File: config.mk
export PLATFORM = sky130hd
export DESIGN_NAME = bnn_conv3x3
export DESIGN_NICKNAME = d
export VERILOG_FILES = /design/src/rtl/bnn_conv3x3.sv
export SDC_FILE = /design/constraint.sdc
export NUM_CORES = 1
export LEC_CHECK = 0
export ABC_AREA = 1
export CAP_MARGIN = 40
export CORE_AREA = 2 2 347 349
export DETAILED_ROUTE_END_ITERATION = 6
export DIE_AREA = 0 0 349 351
export PLACE_DENSITY = 0.3
export SYNTH_ARGS = -nofsm -noshare
export SYNTH_HDL_FRONTEND = slang
export SYNTH_SLANG_ARGS = --single-unit
File: constraint.sdc
create_clock -name clk -period 2 [get_ports clk]
set_clock_uncertainty 0.15 [all_clocks]
set_input_delay 0.6 -clock clk [delete_from_list [all_inputs] [get_ports clk]]
set_output_delay 0.6 -clock clk [all_outputs]
set_load 0.02 [all_outputs]
File: src/rtl/bnn_conv3x3.sv
// rtl/bnn_conv3x3.sv - binary 3x3 XNOR-popcount convolution sweep with valid/ready result stream
module bnn_conv3x3 #(
    parameter int IMG    = 28,
    parameter int NF     = 8,
    parameter int THRESH = 5
) (
    input  logic                clk,
    input  logic                reset_n,
    input  logic                start,
    input  logic [IMG*IMG-1:0]  pixels_flat,
    input  logic [NF*9-1:0]     weights_flat,
    output logic                out_valid,
    input  logic                out_ready,
    output logic                out_bit,
    output logic [3:0]          out_match,
    output logic [2:0]          out_f,
    output logic [4:0]          out_r,
    output logic [4:0]          out_c,
    output logic                busy,
    output logic                done
);
    localparam int PW = $clog2(IMG*IMG);
    localparam int WW = $clog2(NF*9);
    localparam logic [4:0] LAST_RC = 5'(IMG-3);
    localparam logic [2:0] LAST_F  = 3'(NF-1);

    typedef enum logic [1:0] {S_IDLE, S_RUN, S_DRAIN, S_DONE} state_t;

    state_t      state;
    logic [2:0]  fi;
    logic [4:0]  ri, ci;
    logic [8:0]  win, wgt;
    logic [3:0]  mism, match;
    logic        res_bit;
    logic        ld, last_pos;
    int          p;

    // Window and filter are picked straight from the frozen loader buses by the current indices.
    always_comb begin
        win  = '0;
        mism = '0;
        p    = 0;
        wgt  = weights_flat[WW'(32'(fi) * 9) +: 9];
        for (int kr = 0; kr < 3; kr++) begin
            for (int kc = 0; kc < 3; kc++) begin
                p = (int'(ri) + kr) * IMG + int'(ci) + kc;
                win[4'(kr*3 + kc)] = pixels_flat[PW'(p)];
            end
        end
        for (int k = 0; k < 9; k++) begin
            mism = mism + 4'(win[4'(k)] ^ wgt[4'(k)]);
        end
        match   = 4'd9 - mism;
        res_bit = (match >= 4'(THRESH));
    end

    assign ld       = (state == S_RUN) && (!out_valid || out_ready);
    assign last_pos = (fi == LAST_F) && (ri == LAST_RC) && (ci == LAST_RC);
    assign busy     = (state == S_RUN) || (state == S_DRAIN);
    assign done     = (state == S_DONE);

    always_ff @(posedge clk or negedge reset_n) begin
        if (!reset_n) begin
            state     <= S_IDLE;
            fi        <= '0;
            ri        <= '0;
            ci        <= '0;
            out_valid <= 1'b0;
            out_bit   <= 1'b0;
            out_match <= '0;
            out_f     <= '0;
            out_r     <= '0;
            out_c     <= '0;
        end else begin
            case (state)
                S_IDLE: if (start) state <= S_RUN;
                S_RUN: begin
                    if (ld) begin
                        out_valid <= 1'b1;
                        out_bit   <= res_bit;
                        out_match <= match;
                        out_f     <= fi;
                        out_r     <= ri;
                        out_c     <= ci;
                        // Indices park on the last position; they clear on the way back to IDLE.
                        if (last_pos) begin
                            state <= S_DRAIN;
                        end else if (ci == LAST_RC) begin
                            ci <= '0;
                            if (ri == LAST_RC) begin
                                ri <= '0;
                                fi <= fi + 3'd1;
                            end else begin
                                ri <= ri + 5'd1;
                            end
                        end else begin
                            ci <= ci + 5'd1;
                        end
                    end
                end
                S_DRAIN: begin
                    if (out_valid && out_ready) begin
                        out_valid <= 1'b0;
                        state     <= S_DONE;
                    end
                end
                S_DONE: begin
                    if (!start) begin
                        state <= S_IDLE;
                        fi    <= '0;
                        ri    <= '0;
                        ci    <= '0;
                    end
                end
                default: state <= S_IDLE;
            endcase
        end
    end
endmodule

==> results of run 1 <==
==> stage by stage <==
stage | setup slack, ps | power [mW]
5_1_grt | 0.575 | 4.38
2_1_floorplan | 290 | 2.20
6_report | 37.8 | 3.95
3_5_place_dp | -103 | 3.12
3_3_place_gp | -96.8 | 3.14
4_1_cts | -32.2 | 4.07
==> metal layers <==
metal | part of all wire [%] | global-route usage, % | wire length [um] | vias to the layer above
li1 | - | - | - | 636
met3 | 17 | 0.846 | 1010 | 5
met5 | 0 | 0 | 0 | -
met1 | 58 | 1.61 | 3460 | 576
met2 | 25 | 0.903 | 1500 | 32
met4 | 0.58 | 0.185 | 35 | 0
==> cell families (layout without fill, tap and decap cells) <==
kind of cell	after synthesis	count (layout)	synth area share, %
and+or+nand+nor	86	86	27.5
DFF	29	29	43.2
AOI/OAI and AO/OA	16	16	5.81
adders and majority gates	10	10	7.45
other	1	5	0.223
muxes	7	7	4.69
buffers and inverters	27	56	8.56
xor gates and xnor gates	5	5	2.61
==> cells in the final DEF (no fill, tap or decap), types with 2 or more instances in the layout <==
master / synthesis / layout
sky130_fd_sc_hd__nor2_8: 2 / 2
sky130_fd_sc_hd__ha_1: 10 / 8
sky130_fd_sc_hd__nor2_1: 11 / 11
sky130_fd_sc_hd__clkdlybuf4s50_1: 0 / 3
sky130_fd_sc_hd__conb_1: 1 / 5
sky130_fd_sc_hd__nand2_2: 5 / 5
sky130_fd_sc_hd__buf_4: 5 / 11
sky130_fd_sc_hd__dfrtp_2: 0 / 2
sky130_fd_sc_hd__nand4_1: 4 / 4
sky130_fd_sc_hd__dfrtp_1: 29 / 27
sky130_fd_sc_hd__mux2_2: 7 / 7
sky130_fd_sc_hd__nand2_1: 42 / 42
sky130_fd_sc_hd__buf_12: 0 / 10
sky130_fd_sc_hd__o21ai_1: 5 / 5
sky130_fd_sc_hd__or2_2: 2 / 2
sky130_fd_sc_hd__ha_4: 0 / 2
sky130_fd_sc_hd__xor2_1: 4 / 4
sky130_fd_sc_hd__inv_1: 16 / 14
sky130_fd_sc_hd__inv_2: 2 / 3
sky130_fd_sc_hd__o21ai_0: 7 / 7
sky130_fd_sc_hd__clkbuf_16: 0 / 5
sky130_fd_sc_hd__nand3_1: 10 / 10
sky130_fd_sc_hd__dlygate4sd2_1: 0 / 5
sky130_fd_sc_hd__nor2_4: 2 / 2
sky130_fd_sc_hd__nand3_2: 2 / 2
sky130_fd_sc_hd__nand2_4: 3 / 3
==> Yosys cell counts <==
cell type                   n  area, um^2
sky130_fd_sc_hd__o21ai_4    1        16.3
sky130_fd_sc_hd__conb_1     1        3.75
sky130_fd_sc_hd__nor2_4     2        22.5
sky130_fd_sc_hd__nand2_1   42         158
sky130_fd_sc_hd__nand4_1    4        25.0
sky130_fd_sc_hd__nand3_2    2        20.0
sky130_fd_sc_hd__nor2_8     2        40.0
sky130_fd_sc_hd__nor3_1     1        5.00
sky130_fd_sc_hd__o21ai_0    7        35.0
sky130_fd_sc_hd__nand4_2    1        12.5
sky130_fd_sc_hd__nor2_1    11        41.3
sky130_fd_sc_hd__nand2_2    5        31.3
sky130_fd_sc_hd__inv_2      2        7.51
sky130_fd_sc_hd__o21ai_2    1        8.76
sky130_fd_sc_hd__nand2_4    3        33.8
sky130_fd_sc_hd__mux2_2     7        78.8
sky130_fd_sc_hd__dfrtp_1   29         726
sky130_fd_sc_hd__buf_2      1        5.00
sky130_fd_sc_hd__nand3_1   10        50.1
sky130_fd_sc_hd__xnor2_1    1        8.76
sky130_fd_sc_hd__a21oi_1    1        5.00
sky130_fd_sc_hd__buf_6      3        33.8
sky130_fd_sc_hd__inv_1     16        60.1
sky130_fd_sc_hd__a21boi_0   1        7.51
sky130_fd_sc_hd__xor2_1     4        35.0
sky130_fd_sc_hd__o21ai_1    5        25.0
sky130_fd_sc_hd__nor3_2     1        10.0
sky130_fd_sc_hd__buf_4      5        37.5
sky130_fd_sc_hd__ha_1      10         125
sky130_fd_sc_hd__or2_2      2        12.5
==> worst register-to-register path, stage by stage, from the launching register on <==
cell and delay, ps:
sky130_fd_sc_hd__dfrtp_2 440, sky130_fd_sc_hd__inv_2 90, sky130_fd_sc_hd__ha_1 330, sky130_fd_sc_hd__buf_4 210, sky130_fd_sc_hd__nand4_2 220, sky130_fd_sc_hd__nand2_4 150, sky130_fd_sc_hd__nand2_1 50, sky130_fd_sc_hd__nand2_1 60
==> final cells by class <==
| cell class | count | area (um^2) | share of cell area (%) |
|---|---|---|---|
| Tap cell | 1548 | 1940 | 46.9 |
| Multi-Input combinational cell | 129 | 851 | 20.6 |
| Sequential cell | 29 | 728 | 17.6 |
| Timing Repair Buffer | 30 | 369 | 8.94 |
| Clock buffer | 7 | 143 | 3.46 |
| Inverter | 18 | 70.1 | 1.70 |
| Clock inverter | 1 | 30.0 | 0.727 |
==> report_power, final <==
| group | switching, mW | internal (mW) | total, mW |
|---|---|---|---|
| logic | 1.11 | 0.909 | 2.02 |
| clock network | 0.263 | 0.621 | 0.884 |
| registers | 0.244 | 0.808 | 1.05 |
==> how the worst max path moves through the flow <==
stage | from | endpoint | slack, ps | cells past startpoint
floorplan | state[0] | fi[0] | 290 | 9
global placement | out_ready | ri[1] | -100 | 9
detailed placement | out_ready | state[1] | -100 | 9
CTS | state[0] | busy | -30 | 4
global route | state[0] | busy | 0.6 | 4
finish | state[0] | busy | 40 | 4
==> repair_timing <==
action,in CTS,in global routing
setup buffers,0,1
cloned,0,0
endpoints found under the hold margin,0,0
resized for setup,10,4
endpoints found under the setup margin,7,2
==> registers in the layout (all words and copies together), names as in the netlist <==
signal     flops
out_f          3
ri             5
fi             3
ci             5
out_valid      1
state          2
out_r          5
out_c          5
==> summary by stage, run 1 <==
Routing
The routed layout has 1,249 vias. The number of DRC violations after detailed routing is 0. After detailed routing, the number of vias per cell comes to 0.709. The iteration-0 DRC count of the detailed router is 44. The count of nets left with antenna violations once routing finished came out at 0.

The total routed wirelength is 6000 um. Before antenna repair, the detailed router went through 4 iterations. After detailed routing, the average wire length per cell comes to 3.41 um.

Placed design
The standard cell area after detailed placement is 0.00392 mm^2. Input and output buffers added on the ports amount to 19. The placed wire-length estimate is 5060 um. The cell total after placement is 1,753. The weighted congestion at the end of routability-driven global placement is 0.634.

Critical path
Data on the critical path arrives at its endpoint at 1210 ps. The count of cells along the worst register-to-register path is 7. The slowest stage of the critical path belongs to the cell sky130_fd_sc_hd__dfrtp_1. Along the worst path, the maximum fanout reaches 3. The type of element launching the critical path is a flip-flop. The setup check on the worst reg-to-reg path leaves a slack of 240 ps. The critical setup path kind is flip-flop to output port. Traced cell by cell, the critical path runs through buf_4, inv_4, ha_4, buf_4. In this run the critical register-to-register path is launched from state[1].

The worst register-to-register path ends at ci[3]. Data on the critical path is required at its endpoint by 1250 ps. The kind of end point of the critical path is an output port. In this design, the largest share of critical-path delay is due to flip-flops.

In this design, the stage delay of the slowest critical-path cell is 380 ps. The cell that appears most often on the critical path is sky130_fd_sc_hd__buf_4. The number of buffer and inverter instances along the worst setup path is 3.

Synth
Dividing the synthesized area by the synthesized cell count gives 9.28 um^2. The share of the Yosys chip area taken by registers is 43.2%. The total number of yosys warnings is 0. Synthesis inferred 29 register bits. The distinct cell type count of the synthesized netlist is 30. After technology mapping, the gate count stands at 181. The synthesized area is 0.00168 mm^2.

Status
The flow ran to the end, and the final reports show no timing, DRC or antenna violations.

Timing
The maximum frequency from static timing analysis is 510 MHz. The number of max-slew violations in the final report came to 0. The final critical path takes up 98.1% of the cycle.

The post-layout minimum cycle time is 1960 ps. Setup total negative slack on the finished layout was measured at 0 ps. The count of final hold-check violations is 0. Hold timing on the final database bottoms out at a slack of 365 ps. Setup violations remaining at the end of the flow were counted as 0. Setup repair after global routing left no endpoint under its margin.

Power
The power density over the cells is 958 mW/mm^2. The leakage power is 1.12 nW. The worst supply voltage drop on vdd is 0.343 mV.

Global routing
The total overflow left after global routing is 0. The global-route wire length before repair is 8980 um. The via count of the first global-routing pass is 1,261. The number of antenna violations at the first check in global routing is 0. The total routing resource utilization after global routing is 1.02%. Entering global routing, the biggest net connects 30 pins.

Layout
After routing the design area is 0.00413 mm^2. For this run, the number of standard cells in the final layout without fillers is 1,762. The area growth from synthesis to layout is 146%. Cells fill 3.47% of the core in the end. The share of post-route cells with drive strength above 1 is 29.4%. The total inserted antenna cells is 0. After filler insertion, the fill cell instance count of the layout stands at 14,100. After the last flow step, the layout net total stands at 1,083.

Hold path
The worst min-delay path category is flip-flop to flip-flop. The end point of the most critical hold path is fi[1]. The worst min-delay path startpoint is fi[1]. The cell count of the worst hold path is 2.

Floorplanning
The die covers 0.122 mm^2. 881 I/O pins were placed. The initial utilization of the core area, before any placement, comes to 1.41%. The core footprint is 0.119 mm^2. Measured along the x axis, the die boundary spans 349 um. The die is 351 um tall. The standard-cell row count is 127.

Clocking
The clock-pin transition on the worst setup and hold timing paths is 50 ps. After clock tree synthesis, the flow added hold-fix buffers numbering 0. The CTS tree is yes.

Clock latency on the worst-skew pair, taken at its later pin, is 270 ps. The master cell of the clock root buffer is sky130_fd_sc_hd__clkbuf_16. The clock passes through at most 2 buffers. The H-tree generated during clock tree synthesis spans 2 levels. Counting the buffers created by CTS gives 5. Counting every sink on the clock net gives 29.

Job
The max-capacitance violation count is 0.
Power figures use the tool's default switching activity.
==> run 2: changes to the inputs <==
--- a/config.mk
+++ b/config.mk
@@ -10,6 +10,7 @@
 export CORE_AREA = 2 2 347 349
 export DETAILED_ROUTE_END_ITERATION = 6
 export DIE_AREA = 0 0 349 351
+export GPL_TIMING_DRIVEN = 0
 export PLACE_DENSITY = 0.3
 export SYNTH_ARGS = -nofsm -noshare
 export SYNTH_HDL_FRONTEND = slang
==> run 2 against run 1 <==
Against the previous run:
- final area down 2.7%
- combinational power down 7%
- register-to-register slack worse by 50 ps
- critical path type unchanged
- largest power group unchanged
==> summary by stage, run 2 (synthesized netlist as in run 1, its figures left out) <==
Status
The flow ran to the end, and the final reports show no timing, DRC or antenna violations.

Clocking
CTS placed an instance of sky130_fd_sc_hd__clkbuf_16 at the clock tree root. TritonCTS built the clock tree. The H-tree was split into 2 levels. The number of clock sinks is 29.

For the worst-skew pair, the clock arrives at the later sink with an insertion delay of 270 ps. Clock tree synthesis inserted a total of 5 buffers. The maximum clock path buffer count is 2. After clock tree synthesis, the clock-pin slew on the worst setup and hold paths is 50 ps. The number of buffers inserted for hold repair after clock tree synthesis is 0.

Layout
The area growth from synthesis to layout is 139%. Measured on the finished design, the core utilization comes to 3.38%. The share of post-route cells with drive strength above 1 is 27.0%. In the final design database the tool counted 1,084 nets. Leaving out fill and tap cells, the most frequent cell in the layout is sky130_fd_sc_hd__nand2_1. The top cell types in the final layout, fill and taps aside, are 42 x sky130_fd_sc_hd__nand2_1, 27 x sky130_fd_sc_hd__dfrtp_1, 16 x sky130_fd_sc_hd__inv_1, 11 x sky130_fd_sc_hd__nor2_1, 10 x sky130_fd_sc_hd__nand3_1.

Global routing
The layer with the highest usage after global routing is met1. The global-route met3 utilization is 0.703%. The number of antenna violations at the first check in global routing came to 0. The total routing resource utilization after global routing is 1.04%. Global routing finished with a remaining overflow of 0. The pin count of the biggest net entering global routing is 30. The via count of the first global-routing pass came to 1,297.

Global routing consumed, on the met1 layer, 1.66% of the routing resources. The first global-routing pass estimated 9080 um of wire. For this run, global-route usage on met2 was measured as 1.02%.

Timing
The maximum frequency from static timing analysis is 509 MHz. The relative max-transition margin is 50.9%. The final critical-path share of the clock period is 98.2%.

The number of max-slew violations in the final report was 0. At the pin with the least slew margin, the transition time is 737 ps. After layout, the worst setup slack is 36.0 ps. Setup violations remaining at the end of the flow were counted as 0. The total negative slack is 0 ps. The post-layout minimum cycle time is 1960 ps. Hold timing on the final database bottoms out at a slack of 240 ps. The count of final hold-check violations is 0.

Critical path
Counting cells, the worst reg-to-reg path comes to 10. The critical path goes through clkdlybuf4s50_1. The worst register-to-register path begins at state[0].

The data arrival time of the worst path is 1210 ps. The type of element launching the critical path is a flip-flop. The critical path's slowest cell is sky130_fd_sc_hd__clkdlybuf4s50_1.

The highest cell delay on the worst timing path is 600 ps. The kind of end point of the critical path is an output port. The cell family with the largest share of critical-path delay is buffers and inverters. The endpoint of the most critical register-to-register path is fi[0]. The number of buffer and inverter instances along the worst setup path is 1. By startpoint and endpoint, the worst setup path is classified as flip-flop to output port. The largest fanout on the critical path is 2.

The critical path depth is 1. The required time of the critical path is 1250 ps. In this run the register-to-register setup slack is 190 ps.

Routing
The total routed wirelength is 6220 um. After detailed routing, the number of remaining DRC violations is 0. The iteration-0 DRC count of the detailed router is 29. Dividing the detail-routed via count by the number of cells gives 0.697. The number of detailed-routing iterations run before antenna repair is 4. The count of nets left with antenna violations once routing finished came out at 0. The per-cell routed wire length is 3.52 um.

For this block, the via count after detailed routing is 1,229.

Floorplanning
The die is 351 um tall. The core footprint is 0.119 mm^2. The die outline area is 0.122 mm^2. The initial utilization of the core area, before any placement, comes to 1.41%. After floorplanning, the core was divided into 127 placement rows. 881 I/O pins were placed. The die width is 349 um.

Power
In this run the power density over the cells is 945 mW/mm^2. The leakage power is 1.11 nW. The worst-case IR drop observed on VDD is 0.532 mV.

Placed design
In this run the tool buffered the top-level ports with 19 buffer cells. The placed wire-length estimate is 5200 um. At the placement stage, the worst setup path has a slack of -389 ps.

The congestion estimate from routability-driven global placement came to 0.619.

Job
The tool flagged a number of max-cap violations equal to 0.

Hold path
The path class of the tightest hold or removal check is input port to async pin.
-- run 2: cell types whose count changed in the layout (fill, tap and decap cells not counted), moves of 2 or more --
cell / before / now
sky130_fd_sc_hd__buf_12: 10 / 0
sky130_fd_sc_hd__buf_2: 0 / 3
sky130_fd_sc_hd__buf_4: 11 / 9
sky130_fd_sc_hd__buf_6: 0 / 3
sky130_fd_sc_hd__clkbuf_2: 0 / 3
sky130_fd_sc_hd__clkdlybuf4s15_1: 0 / 2
sky130_fd_sc_hd__inv_1: 14 / 16
-- run 2: per-layer routing --
layer	up-vias	routed length, um	part of all wire, %
met5	-	0	0
met4	0	13	0.21
met3	2	831	13
li1	639	-	-
met1	563	3730	60
met2	25	1640	26
-- run 2: layout make-up --
cell class | count | area [um^2]
inverter | 18 | 67.6
buffer | 9 | 76.3
multi-input combinational | 129 | 851
fill | 14100 | 115000
antenna | 1 | 2.50
tap | 1548 | 1940
clock buffer | 7 | 143
sequential | 29 | 728
clock inverter | 1 | 30.0
timing repair buffer | 22 | 183
-- run 2: per-stage QoR --
stage	instances	area, um^2	total power [mW]
floorplan	185	1700	2.20
global placement	1752	3820	2.95
detailed placement	1752	3820	2.94
CTS	1762	4010	3.85
global route	1763	4020	4.16
finish	1764	4020	3.80
-- run 2: how the worst max path moves through the flow --
stage | from | to
2_1_floorplan | state[0] | fi[0]
3_3_place_gp | reset_n | out_r[2]
3_5_place_dp | state[0] | done
4_1_cts | state[1] | busy
5_1_grt | state[0] | busy
6_report | out_f[0] | out_f[0]
-- run 2: what timing repair did --
item	CTS	global route
buffers inserted	2	1
resized for setup	23	12
endpoints found under the setup margin	15	9
-- run 2: report_power, final --
part	total [mW]	internal, mW	leakage (nW)	switching, mW
Clock	0.886	0.622	0.0841	0.265
Combinational	1.88	0.735	0.656	1.15
Sequential	1.03	0.807	0.375	0.218
==> variant, RTL diff (flow settings as in run 1) <==
Change the parameter `NF` from 8 to 4.
--- a/src/rtl/bnn_conv3x3.sv
+++ b/src/rtl/bnn_conv3x3.sv
@@ -1,7 +1,7 @@
 // rtl/bnn_conv3x3.sv - binary 3x3 XNOR-popcount convolution sweep with valid/ready result stream
 module bnn_conv3x3 #(
     parameter int IMG    = 28,
-    parameter int NF     = 8,
+    parameter int NF     = 4,
     parameter int THRESH = 5
 ) (
     input  logic                clk,
Ports: changed (resized weights_flat); port bits go from 881 to 845. No check against the original RTL was run, so the function may have changed too.
==> variant against run 1 <==
Worst setup slack better by 0.019 ns; synthesized area down 6.8%; total power down 5.6%; sequential cell count unchanged; global-route usage about the same; design area down 2.8%; routed wire length down 0.60%; critical path depth down 1; largest cell class unchanged.
==> variant: results (changes against run 1) <==
synth.area.top_cells: "dfrtp_1, nand2_1, ha_1"
status: "finished, final reports clean"
synth_fa_ha_area_share_pct: 7.987  # +0.54 points
nNonClkBuffers: 28  # -6.7%
grt_pass1_vias: 1254  # -0.56%
grt_antenna_before_repair: 1  # +1
ff_latch_area_um2: 726.9  # -0.17%
synth_common_cells: "nand2_1, dfrtp_1, o21ai_1, nand3_1"
synthMuxAreaShare_pct: 5.032  # +0.34 points
multi_input_cells: 130  # +0.78%
drive_gt1_share_pct: 20.75  # -8.7 points
wl_met2_um: 1871  # +25%
sw_frac_of_total_pct: 41.91  # +1.0 points
max_stage_delay_ns: 0.41  # +0.03 ns
synth.distinct_cells: 26  # -13%
grt_first_pass_wirelength_um: 8569  # -4.5%
fin_nets: 1045  # -3.5%
multi_input_area_share_pct: 19.49  # -1.1 points
leakagePower_nw: 1.136  # +1.4%
avgViaCountPerCell: 0.7094  # about the same
min_delay_worst_endpoint: "fi[2]"
reg2reg_from: "ci[1]"
p_seq_share_pct: 28.4  # +1.8 points
fin_hold_ws_ns: 0.3211  # -0.04349 ns
fillers: 14090  # +0.057%
reg2reg_to: "fi[1]"
clock_buffers: 6  # -1
worst_r2r_path_depth: 9  # +2
variant: repair_timing:
| action | CTS | global route |
|---|---|---|
| resized for setup | 9 | 14 |
| pin swaps | 1 | 2 |
| setup buffers | 1 | 0 |
| setup endpoints to repair | 8 | 17 |
variant: how the worst max path moves through the flow:
| stage | startpoint | slack (ns) | end | depth (start not counted) |
|---|---|---|---|---|
| after floorplan | state[0] | 0.25 | ri[3] | 8 |
| after global placement | start | -0.27 | ri[2] | 9 |
| after detailed placement | start | -0.27 | ri[4] | 9 |
| after CTS | state[0] | -0.008 | done | 3 |
| after global routing | state[1] | -0.01 | busy | 3 |
| final | state[1] | 0.06 | busy | 3 |
variant: metrics by stage:
stage               instances  cell area, um^2
CTS                      1760             3960
floorplan                 183             1582
global placement         1751             3806
global route             1761             4009
finish                   1762             4011
detailed placement       1751             3806
variant: worst min-delay path, delay by kind of cell, from the launching register on:
family,cells,cell delay (ns)
flops,1,0.34
simple gates,2,0.10
